<file path="src/rtl/fp_addsub_pipe.sv">
// Four-stage pipelined floating-point adder/subtractor with generic exponent and fraction widths,
// valid/ready backpressure, a sideband tag, round-to-nearest-even and IEEE-style special values.
module fp_addsub_pipe #(
    parameter int EXP_W = 8,
    parameter int MAN_W = 23,
    parameter int TAG_W = 4
) (
    input  logic                 clk,
    input  logic                 reset,
    input  logic                 in_valid,
    output logic                 in_ready,
    input  logic [EXP_W+MAN_W:0] a,
    input  logic [EXP_W+MAN_W:0] b,
    input  logic                 op_sub,
    input  logic [TAG_W-1:0]     in_tag,
    output logic                 out_valid,
    input  logic                 out_ready,
    output logic [EXP_W+MAN_W:0] result,
    output logic [TAG_W-1:0]     out_tag,
    output logic                 flag_invalid,
    output logic                 flag_overflow,
    output logic                 flag_inexact
);
    localparam int W  = 1 + EXP_W + MAN_W;
    localparam int SW = MAN_W + 1;          // significand with hidden bit
    localparam int AW = MAN_W + 3;          // aligned significand plus guard and round
    localparam int FW = MAN_W + 4;          // aligned significand plus guard, round, sticky
    localparam int EW = EXP_W + 2;          // signed working exponent
    localparam logic [EXP_W-1:0]        EXP_ONES = '1;
    localparam logic signed [EW-1:0]    EMAX     = {2'b00, {EXP_W{1'b1}}};
    localparam logic [W-1:0] QNAN = {1'b0, {EXP_W{1'b1}}, 1'b1, {(MAN_W-1){1'b0}}};

    function automatic int lzc(input logic [FW-1:0] v);
        int n;
        n = FW;
        for (int i = 0; i < FW; i++)
            if (v[i]) n = FW - 1 - i;
        return n;
    endfunction

    function automatic logic [SW:0] round_rne(input logic [FW-1:0] n);
        logic up;
        up = n[2] & (n[3] | n[1] | n[0]);
        return {1'b0, n[FW-1:3]} + {{SW{1'b0}}, up};
    endfunction

    // Returns {overflow, inexact, packed word}; out-of-range exponents saturate to inf or flush to zero.
    function automatic logic [W+1:0] saturate_pack(input logic sign, input logic signed [EW-1:0] e,
                                                   input logic [MAN_W-1:0] frac, input logic inexact);
        if (e >= EMAX)
            return {2'b11, sign, EXP_ONES, {MAN_W{1'b0}}};
        if (e[EW-1] || e == '0)
            return {2'b01, sign, {(EXP_W+MAN_W){1'b0}}};
        return {1'b0, inexact, sign, e[EXP_W-1:0], frac};
    endfunction

    logic stall, adv;
    logic vld_p0, vld_p1, vld_p2, vld_p3, vld_p4;

    assign stall    = vld_p4 && !out_ready;
    assign adv      = !stall;
    assign in_ready = adv;

    always_ff @(posedge clk) begin
        if (reset) begin
            vld_p0 <= 1'b0;
            vld_p1 <= 1'b0;
            vld_p2 <= 1'b0;
            vld_p3 <= 1'b0;
        end else if (adv) begin
            vld_p0 <= in_valid;
            vld_p1 <= vld_p0;
            vld_p2 <= vld_p1;
            vld_p3 <= vld_p2;
        end
    end

    // ---- p0: input capture ----
    logic [W-1:0]     a_p0, b_p0;
    logic             sub_p0;
    logic [TAG_W-1:0] tag_p0;

    always_ff @(posedge clk) begin
        if (adv) begin
            a_p0   <= a;
            b_p0   <= b;
            sub_p0 <= op_sub;
            tag_p0 <= in_tag;
        end
    end

    // ---- S1: unpack, classify, order by magnitude ----
    logic             sa, sb, a_zero, b_zero, a_inf, b_inf, a_nan, b_nan, swap;
    logic             spec_any, spec_inv;
    logic [EXP_W-1:0] ea, eb;
    logic [MAN_W-1:0] fa, fb;
    logic [W-1:0]     spec_res;

    always_comb begin
        sa       = a_p0[W-1];
        ea       = a_p0[W-2:MAN_W];
        sb       = b_p0[W-1] ^ sub_p0;
        eb       = b_p0[W-2:MAN_W];
        a_zero   = (ea == '0);
        b_zero   = (eb == '0);
        fa       = a_zero ? '0 : a_p0[MAN_W-1:0];
        fb       = b_zero ? '0 : b_p0[MAN_W-1:0];
        a_inf    = (ea == EXP_ONES) && (fa == '0);
        b_inf    = (eb == EXP_ONES) && (fb == '0);
        a_nan    = (ea == EXP_ONES) && (fa != '0);
        b_nan    = (eb == EXP_ONES) && (fb != '0);
        swap     = {eb, fb} > {ea, fa};
        spec_any = a_nan | b_nan | a_inf | b_inf;
        spec_inv = 1'b0;
        spec_res = QNAN;
        if (a_nan || b_nan) begin
            spec_res = QNAN;
        end else if (a_inf && b_inf) begin
            if (sa != sb) spec_inv = 1'b1;
            else          spec_res = {sa, EXP_ONES, {MAN_W{1'b0}}};
        end else if (a_inf) begin
            spec_res = {sa, EXP_ONES, {MAN_W{1'b0}}};
        end else if (b_inf) begin
            spec_res = {sb, EXP_ONES, {MAN_W{1'b0}}};
        end
    end

    logic             sx_p1, eff_sub_p1, zsign_p1, spec_p1, inv_p1;
    logic [EXP_W-1:0] ex_p1, d_p1;
    logic [SW-1:0]    sigx_p1, sigy_p1;
    logic [W-1:0]     spres_p1;
    logic [TAG_W-1:0] tag_p1;

    always_ff @(posedge clk) begin
        if (adv) begin
            sx_p1      <= swap ? sb : sa;
            ex_p1      <= swap ? eb : ea;
            sigx_p1    <= swap ? {~b_zero, fb} : {~a_zero, fa};
            sigy_p1    <= swap ? {~a_zero, fa} : {~b_zero, fb};
            d_p1       <= swap ? eb - ea : ea - eb;
            eff_sub_p1 <= sa ^ sb;
            zsign_p1   <= sa & sb;
            spec_p1    <= spec_any;
            inv_p1     <= spec_inv;
            spres_p1   <= spec_res;
            tag_p1     <= tag_p0;
        end
    end

    // ---- S2: align the smaller operand ----
    logic [2*AW-1:0] wide;
    logic [AW-1:0]   yal;
    logic            ysticky;

    always_comb begin
        wide    = {sigy_p1, 2'b00, {AW{1'b0}}} >> d_p1;
        yal     = wide[2*AW-1:AW];
        ysticky = |wide[AW-1:0];
        if (int'(d_p1) >= AW) begin
            yal     = '0;
            ysticky = |sigy_p1;
        end
    end

    logic             sx_p2, eff_sub_p2, zsign_p2, spec_p2, inv_p2;
    logic [EXP_W-1:0] ex_p2;
    logic [FW-1:0]    xext_p2, yext_p2;
    logic [W-1:0]     spres_p2;
    logic [TAG_W-1:0] tag_p2;

    always_ff @(posedge clk) begin
        if (adv) begin
            sx_p2      <= sx_p1;
            ex_p2      <= ex_p1;
            xext_p2    <= {sigx_p1, 3'b000};
            yext_p2    <= {yal, ysticky};
            eff_sub_p2 <= eff_sub_p1;
            zsign_p2   <= zsign_p1;
            spec_p2    <= spec_p1;
            inv_p2     <= inv_p1;
            spres_p2   <= spres_p1;
            tag_p2     <= tag_p1;
        end
    end

    // ---- S3: add or subtract, normalise ----
    logic [FW:0]            sum;
    logic [FW-1:0]          diff, norm;
    logic signed [EW-1:0]   ex_s, e_n;
    logic                   zero;
    int                     lz;

    always_comb begin
        ex_s = signed'({2'b00, ex_p2});
        sum  = {1'b0, xext_p2} + {1'b0, yext_p2};
        diff = xext_p2 - yext_p2;
        lz   = lzc(diff);
        norm = sum[FW-1:0];
        e_n  = ex_s;
        zero = (sum == '0);
        if (eff_sub_p2) begin
            norm = diff << lz;
            e_n  = ex_s - signed'(EW'(lz));
            zero = (diff == '0);
        end else if (sum[FW]) begin
            norm = {sum[FW:2], sum[1] | sum[0]};
            e_n  = ex_s + signed'({{(EW-1){1'b0}}, 1'b1});
        end
    end

    logic                 sx_p3, zero_p3, zsign_p3, spec_p3, inv_p3;
    logic signed [EW-1:0] e_p3;
    logic [FW-1:0]        norm_p3;
    logic [W-1:0]         spres_p3;
    logic [TAG_W-1:0]     tag_p3;

    always_ff @(posedge clk) begin
        if (adv) begin
            sx_p3    <= sx_p2;
            e_p3     <= e_n;
            norm_p3  <= norm;
            zero_p3  <= zero;
            zsign_p3 <= zsign_p2;
            spec_p3  <= spec_p2;
            inv_p3   <= inv_p2;
            spres_p3 <= spres_p2;
            tag_p3   <= tag_p2;
        end
    end

    // ---- S4: round, pack, resolve specials ----
    logic [SW:0]          rm;
    logic signed [EW-1:0] e_r;
    logic [MAN_W-1:0]     frac;
    logic [W+1:0]         pk;
    logic [W-1:0]         res_d;
    logic                 inv_d, ovf_d, inx_d;

    always_comb begin
        rm    = round_rne(norm_p3);
        e_r   = e_p3 + signed'({{(EW-1){1'b0}}, rm[SW]});
        frac  = rm[SW] ? rm[MAN_W:1] : rm[MAN_W-1:0];
        pk    = saturate_pack(sx_p3, e_r, frac, |norm_p3[2:0]);
        res_d = pk[W-1:0];
        ovf_d = pk[W+1];
        inx_d = pk[W];
        inv_d = 1'b0;
        if (spec_p3) begin
            res_d = spres_p3;
            inv_d = inv_p3;
            ovf_d = 1'b0;
            inx_d = 1'b0;
        end else if (zero_p3) begin
            res_d = {zsign_p3, {(W-1){1'b0}}};
            ovf_d = 1'b0;
            inx_d = 1'b0;
        end
    end

    logic [W-1:0]     res_p4;
    logic [TAG_W-1:0] tag_p4;
    logic             inv_p4, ovf_p4, inx_p4;

    always_ff @(posedge clk) begin
        if (reset) begin
            vld_p4 <= 1'b0;
            res_p4 <= '0;
            tag_p4 <= '0;
            inv_p4 <= 1'b0;
            ovf_p4 <= 1'b0;
            inx_p4 <= 1'b0;
        end else if (adv) begin
            vld_p4 <= vld_p3;
            res_p4 <= res_d;
            tag_p4 <= tag_p3;
            inv_p4 <= inv_d;
            ovf_p4 <= ovf_d;
            inx_p4 <= inx_d;
        end
    end

    assign out_valid     = vld_p4;
    assign result        = res_p4;
    assign out_tag       = tag_p4;
    assign flag_invalid  = inv_p4;
    assign flag_overflow = ovf_p4;
    assign flag_inexact  = inx_p4;
endmodule

</file>
<file path="config.mk">
export PLATFORM = sky130hd
export DESIGN_NAME = fp_addsub_pipe
export DESIGN_NICKNAME = d
export VERILOG_FILES = /design/src/rtl/fp_addsub_pipe.sv
export SDC_FILE = /design/constraint.sdc
export NUM_CORES = 1
export LEC_CHECK = 0
export CORE_UTILIZATION = 57
export CTS_BUF_LIST = sky130_fd_sc_hd__clkbuf_4
export CTS_CLUSTER_DIAMETER = 120
export DETAILED_ROUTE_END_ITERATION = 8
export HOLD_SLACK_MARGIN = 0.02
export MAX_ROUTING_LAYER = met4
export PLACE_DENSITY = 0.87
export SLEW_MARGIN = 20
export SYNTH_ARGS = -nofsm -noshare
export SYNTH_HDL_FRONTEND = slang
export SYNTH_SLANG_ARGS = --single-unit
</file>
<file path="constraint.sdc">
create_clock -name clk -period 12.1 [get_ports clk]
set_input_delay 2.42 -clock clk [delete_from_list [all_inputs] [get_ports clk]]
set_output_delay 2.42 -clock clk [all_outputs]
set_load 0.01 [all_outputs]
</file>
Word level (Yosys, flattened, before mapping) --
Index checks and enable logic that the tools add are counted.
Word-level totals: input bits 73, bits in registers 396
Operators by class: equality and inequality tests 3, reductions and logical operators 23, multiplexer cells 60, bitwise operators 13, add/sub/neg operators 8, shift-type cells 2, $lt $le $gt $ge 3
Operators by type and width (number):
- $mux 32 | 32
- $mux 34 | 4
- $mux 23 | 3
- $mux 27 | 2
- $shr 52x8->52 | 1
- $mux 24 | 2
- $logic_not 23->1 | 2
- $reduce_bool 23->1 | 2
- $shl 27x32->27 | 1
- $gt 31x31->1 | 1
- $add 27x27->28 | 1
- $logic_not 28->1 | 1
- $logic_not 27->1 | 1
- $sub 27x27->27 | 1
- $reduce_or 26->1 | 1
- $add 24x1->25 | 1
- $reduce_or 24->1 | 1
- $eq 8x8->1 const B | 2
- $logic_not 8->1 | 2
- $mux 8 | 2
- $sub 8x8->8 | 2
- $mux 1 | 13
- $add 10x2->10 | 1
- $ge 10x9->1 const B | 1
- 16 further kinds | 32

Longest topological paths before layout --
depth in word-level cells 30, mapped depth 25, mapped depth without buffers 23

Least setup slack after synthesis --
Ideal clock, no wire load.
kind in2out, start point input out_ready, end point output in_ready, required time 9.680 ns, path buffers 1, data arrival time 9.927 ns, stages 3, path slack -0.247 ns, cell sequence nor2b_1 > inv_1 > clkbuf_1
Between the ends: longest elaborated chain between the ends 3
RTL lines:
- from (decl) | line 17 | input logic out_ready,
- $logic_not 1->1 | line 60 | assign stall = vld_p4 && !out_ready;
- $logic_and 1x1->1 | line 60
- $logic_not 1->1 | line 61 | assign adv = !stall;
- to (decl) | line 11 | output logic in_ready,
No other way between the ends.

Final worst setup path --
Same ends and word-level chain as after synthesis.

==> impl_metrics.env <==
export IMPL_status="finished clean"
export IMPL_synthXorXnorAreaFrac_pct=3.27
export IMPL_initial_core_util_pct=58.5
export IMPL_worstPathArrival_ns=4.80
export IMPL_rr_worst_depth=19
export IMPL_synth_area_um2=19800
export IMPL_totalWireLength_um=52700
export IMPL_p_leak_nw=8.63
export IMPL_drive_above_1_share_pct=9.36
export IMPL_startpoint="out_ready"
export IMPL_worstPathRequired_ns=9.68
export IMPL_grt_pass1_vias=15938
export IMPL_synth_simple_area_share_pct=17.6
export IMPL_drv_slew=0
export IMPL_period_needed_ns=7.22
export IMPL_fin_nets=2332
export IMPL_syn_inst=2053
export IMPL_root_buffer="clkbuf_4"
export IMPL_synthMuxAreaShare_pct=5.83
export IMPL_powerDensity_nw_per_um2=179
export IMPL_cts_tree="built"
export IMPL_clk_pin_slew_ns=0.06
export IMPL_num_io_pins=114
export IMPL_use_met1_pct=38.1
export IMPL_holdPathStages=0
export IMPL_layout_commonest_cell="edfxtp_1"
export IMPL_firstDrtPassIters=7
export IMPL_r2r_end="result[9]"
export IMPL_crit_type="primary input to output port"
export IMPL_antenna_found_initial=1
export IMPL_ir_drop_v=0.000107
export IMPL_gp_congestion=1.05
export IMPL_grt_use_total_pct=30.7
export IMPL_ctsResizeCount=0
export IMPL_ys_types=95
export IMPL_holdBufCountCts=0
export IMPL_yosys_area_share_adder_pct=6.65
export IMPL_overflow=0
export IMPL_place_area_um2=21200
export IMPL_row_count=67
export IMPL_cts_num_sinks=306
export IMPL_cts_buffers=78
export IMPL_met3_usage_pct=5.79
export IMPL_cts_setup_buffers=0
export IMPL_slew_headroom_pct=34.8
export IMPL_cp_max_fo=124
export IMPL_fin_area_um2=22200
export IMPL_tightest_slew_ns=0.970
export IMPL_cp_start_kind="primary input"
export IMPL_hold_viol_final=0
export IMPL_synthArstFlopShare_pct=0
export IMPL_portBuffers=113
export IMPL_synth_compound_area_share_pct=18.5
export IMPL_synth_top_family_by_area="compound AO/OA/AOI/OAI gates"
export IMPL_die_h_um=188
export IMPL_ys_ff_latch=306
export IMPL_seq_area_um2=8750
export IMPL_clk_latency_ns=0.76
export IMPL_syn_area_per_cell_um2=9.65
export IMPL_synth_nets=2229
export IMPL_nFillCells=2755
export IMPL_finalSetupViolations=0
export IMPL_hold_path_end="ex_p2[7]"
export IMPL_met2_usage_pct=49.8
export IMPL_setup_tns_ns=0
export IMPL_fmax_mhz=139
export IMPL_core_area_um2=33900
export IMPL_yosysSeqAreaShare_pct=44.1
export IMPL_drv_cap=0
export IMPL_grt_pass1_wl_um=84000
export IMPL_rsz0062_at_grt="false"
export IMPL_num_vias=16679
export IMPL_worst_r2r_setup_slack_ns=6.01
export IMPL_wl_per_cell_um=19.8
export IMPL_finClkSkew_ns=0.0517
export IMPL_top_usage_layer="met2"
export IMPL_first_iter_violations=1589
export IMPL_endpoint_kind="output port"
export IMPL_die_area_um2=35500
export IMPL_final_min_period_over_clock_period_pct=59.7
export IMPL_synthFlopType="edfxtp_1"
export IMPL_areaGrowthSynthToFinish_pct=12.2
export IMPL_ant_nets=0
export IMPL_die_w_um=188
export IMPL_final_cell_mix="262 x edfxtp_1, 223 x nand2_1, 192 x nor2_1"
export IMPL_synth_edf_count=262
export IMPL_hp_class="flip-flop to flip-flop"
export IMPL_grt_max_degree=125
export IMPL_multi_input_area_um2=10300
export IMPL_clock_path_buffers=3
export IMPL_dp_hpwl_um=40000
export IMPL_yosys_warnings=0
export IMPL_htreeDepth=3
export IMPL_worstHoldStart="ex_p1[7]"
export IMPL_worstReg2RegStart="norm_p3[10]"
export IMPL_holdWs_ns=0.402
export IMPL_drc=0
export IMPL_vias_per_cell=6.27
==> worst max-delay path, cell delays in order <==
cell	delay, ns
clkdlybuf4s50_1	0.44
nor2b_4	0.76
inv_8	0.47
clkdlybuf4s50_1	0.63
==> routing by layer <==
layer,share of wire [%],wire length [um],up-vias
met2,48,25400,731
met3,7.2,3820,109
li1,-,-,7946
met1,41,21800,7893
met5,0,0,-
met4,3.2,1700,0
==> cell usage after synthesis (7+ instances only) <==
cell type / count / share of area [%]
a2111oi_0: 12 / 0.53
a211o_1: 13 / 0.57
a211oi_1: 32 / 1.2
a21o_1: 16 / 0.61
a21oi_1: 120 / 3.0
a221o_1: 8 / 0.40
a221oi_1: 10 / 0.44
a22oi_1: 20 / 0.76
a31oi_1: 19 / 0.60
and2_1: 34 / 1.1
and3_1: 14 / 0.44
buf_1: 14 / 0.27
buf_2: 16 / 0.40
clkbuf_1: 72 / 1.4
dfxtp_1: 44 / 4.4
edfxtp_1: 262 / 40
ha_1: 99 / 6.2
inv_1: 80 / 1.5
mux2_2: 12 / 0.68
mux2i_1: 76 / 3.8
mux4_2: 9 / 1.0
nand2_1: 223 / 4.2
nand2b_1: 22 / 0.69
nand3_1: 43 / 1.1
nand4_1: 29 / 0.92
nor2_1: 192 / 3.6
nor2b_1: 24 / 0.76
nor3_1: 63 / 1.6
nor4_1: 30 / 0.95
o211ai_1: 16 / 0.61
o21a_1: 24 / 0.91
o21ai_0: 138 / 3.5
o21bai_1: 7 / 0.27
o22ai_1: 16 / 0.51
o31ai_1: 9 / 0.34
o32ai_1: 9 / 0.40
o41ai_1: 7 / 0.31
or2_2: 12 / 0.38
or3_1: 14 / 0.44
xnor2_1: 50 / 2.2
xor2_1: 24 / 1.1
==> area by class of cell <==
type                            count  area share [%]
Clock inverter                     28            1.03
Tap cell                          448            2.52
Antenna cell                        1          0.0112
Sequential cell                   306            39.3
Clock buffer                      107            3.61
Multi-Input combinational cell   1554            46.3
Inverter                           85            1.50
Timing Repair Buffer              131            5.71
==> state kept, by name, summed over array words and instances, names as in the netlist, 10 cells and up <==
register	flops
b_p0	32
a_p0	32
xext_p2	24
sigx_p1	24
result	32
sigy_p1	24
e_p3	10
norm_p3	27
yext_p2	27
==> how the worst max path moves through the flow <==
stage	to	slack, ns	cells past startpoint
2_1_floorplan	in_ready	3.65	3
3_5_place_dp	in_ready	4.93	4
5_1_grt	in_ready	4.73	4
6_report	in_ready	4.88	4
3_3_place_gp	in_ready	4.97	4
4_1_cts	in_ready	4.92	4
==> logic make-up after synthesis <==
group,count (synthesis)
adders and majority gates,103
AOI/OAI and AO/OA,545
DFF,306
xor gates and xnor gates,74
and+or+nand+nor,731
muxes,101
buffers and inverters,193
==> through the flow <==
stage / setup slack [ns] / power, W / utilization [%] / cells
after floorplan: 3.65 / 0.00256 / - / 2053
after global placement: 4.97 / 0.00302 / 62.6 / 2524
after detailed placement: 4.93 / 0.00304 / 62.6 / 2524
after CTS: 4.92 / 0.00396 / 65.7 / 2659
after global routing: 4.73 / 0.00420 / 65.7 / 2660
final: 4.88 / 0.00398 / 65.7 / 2660
==> report_power, final <==
| part | switching [W] | internal, W | leakage [nW] |
|---|---|---|---|
| sequential | 0.000135 | 0.00134 | 3.21 |
| clock | 0.000410 | 0.000497 | 0.611 |
| combinational | 0.000988 | 0.000604 | 4.81 |
Power figures use the tool's default switching activity.
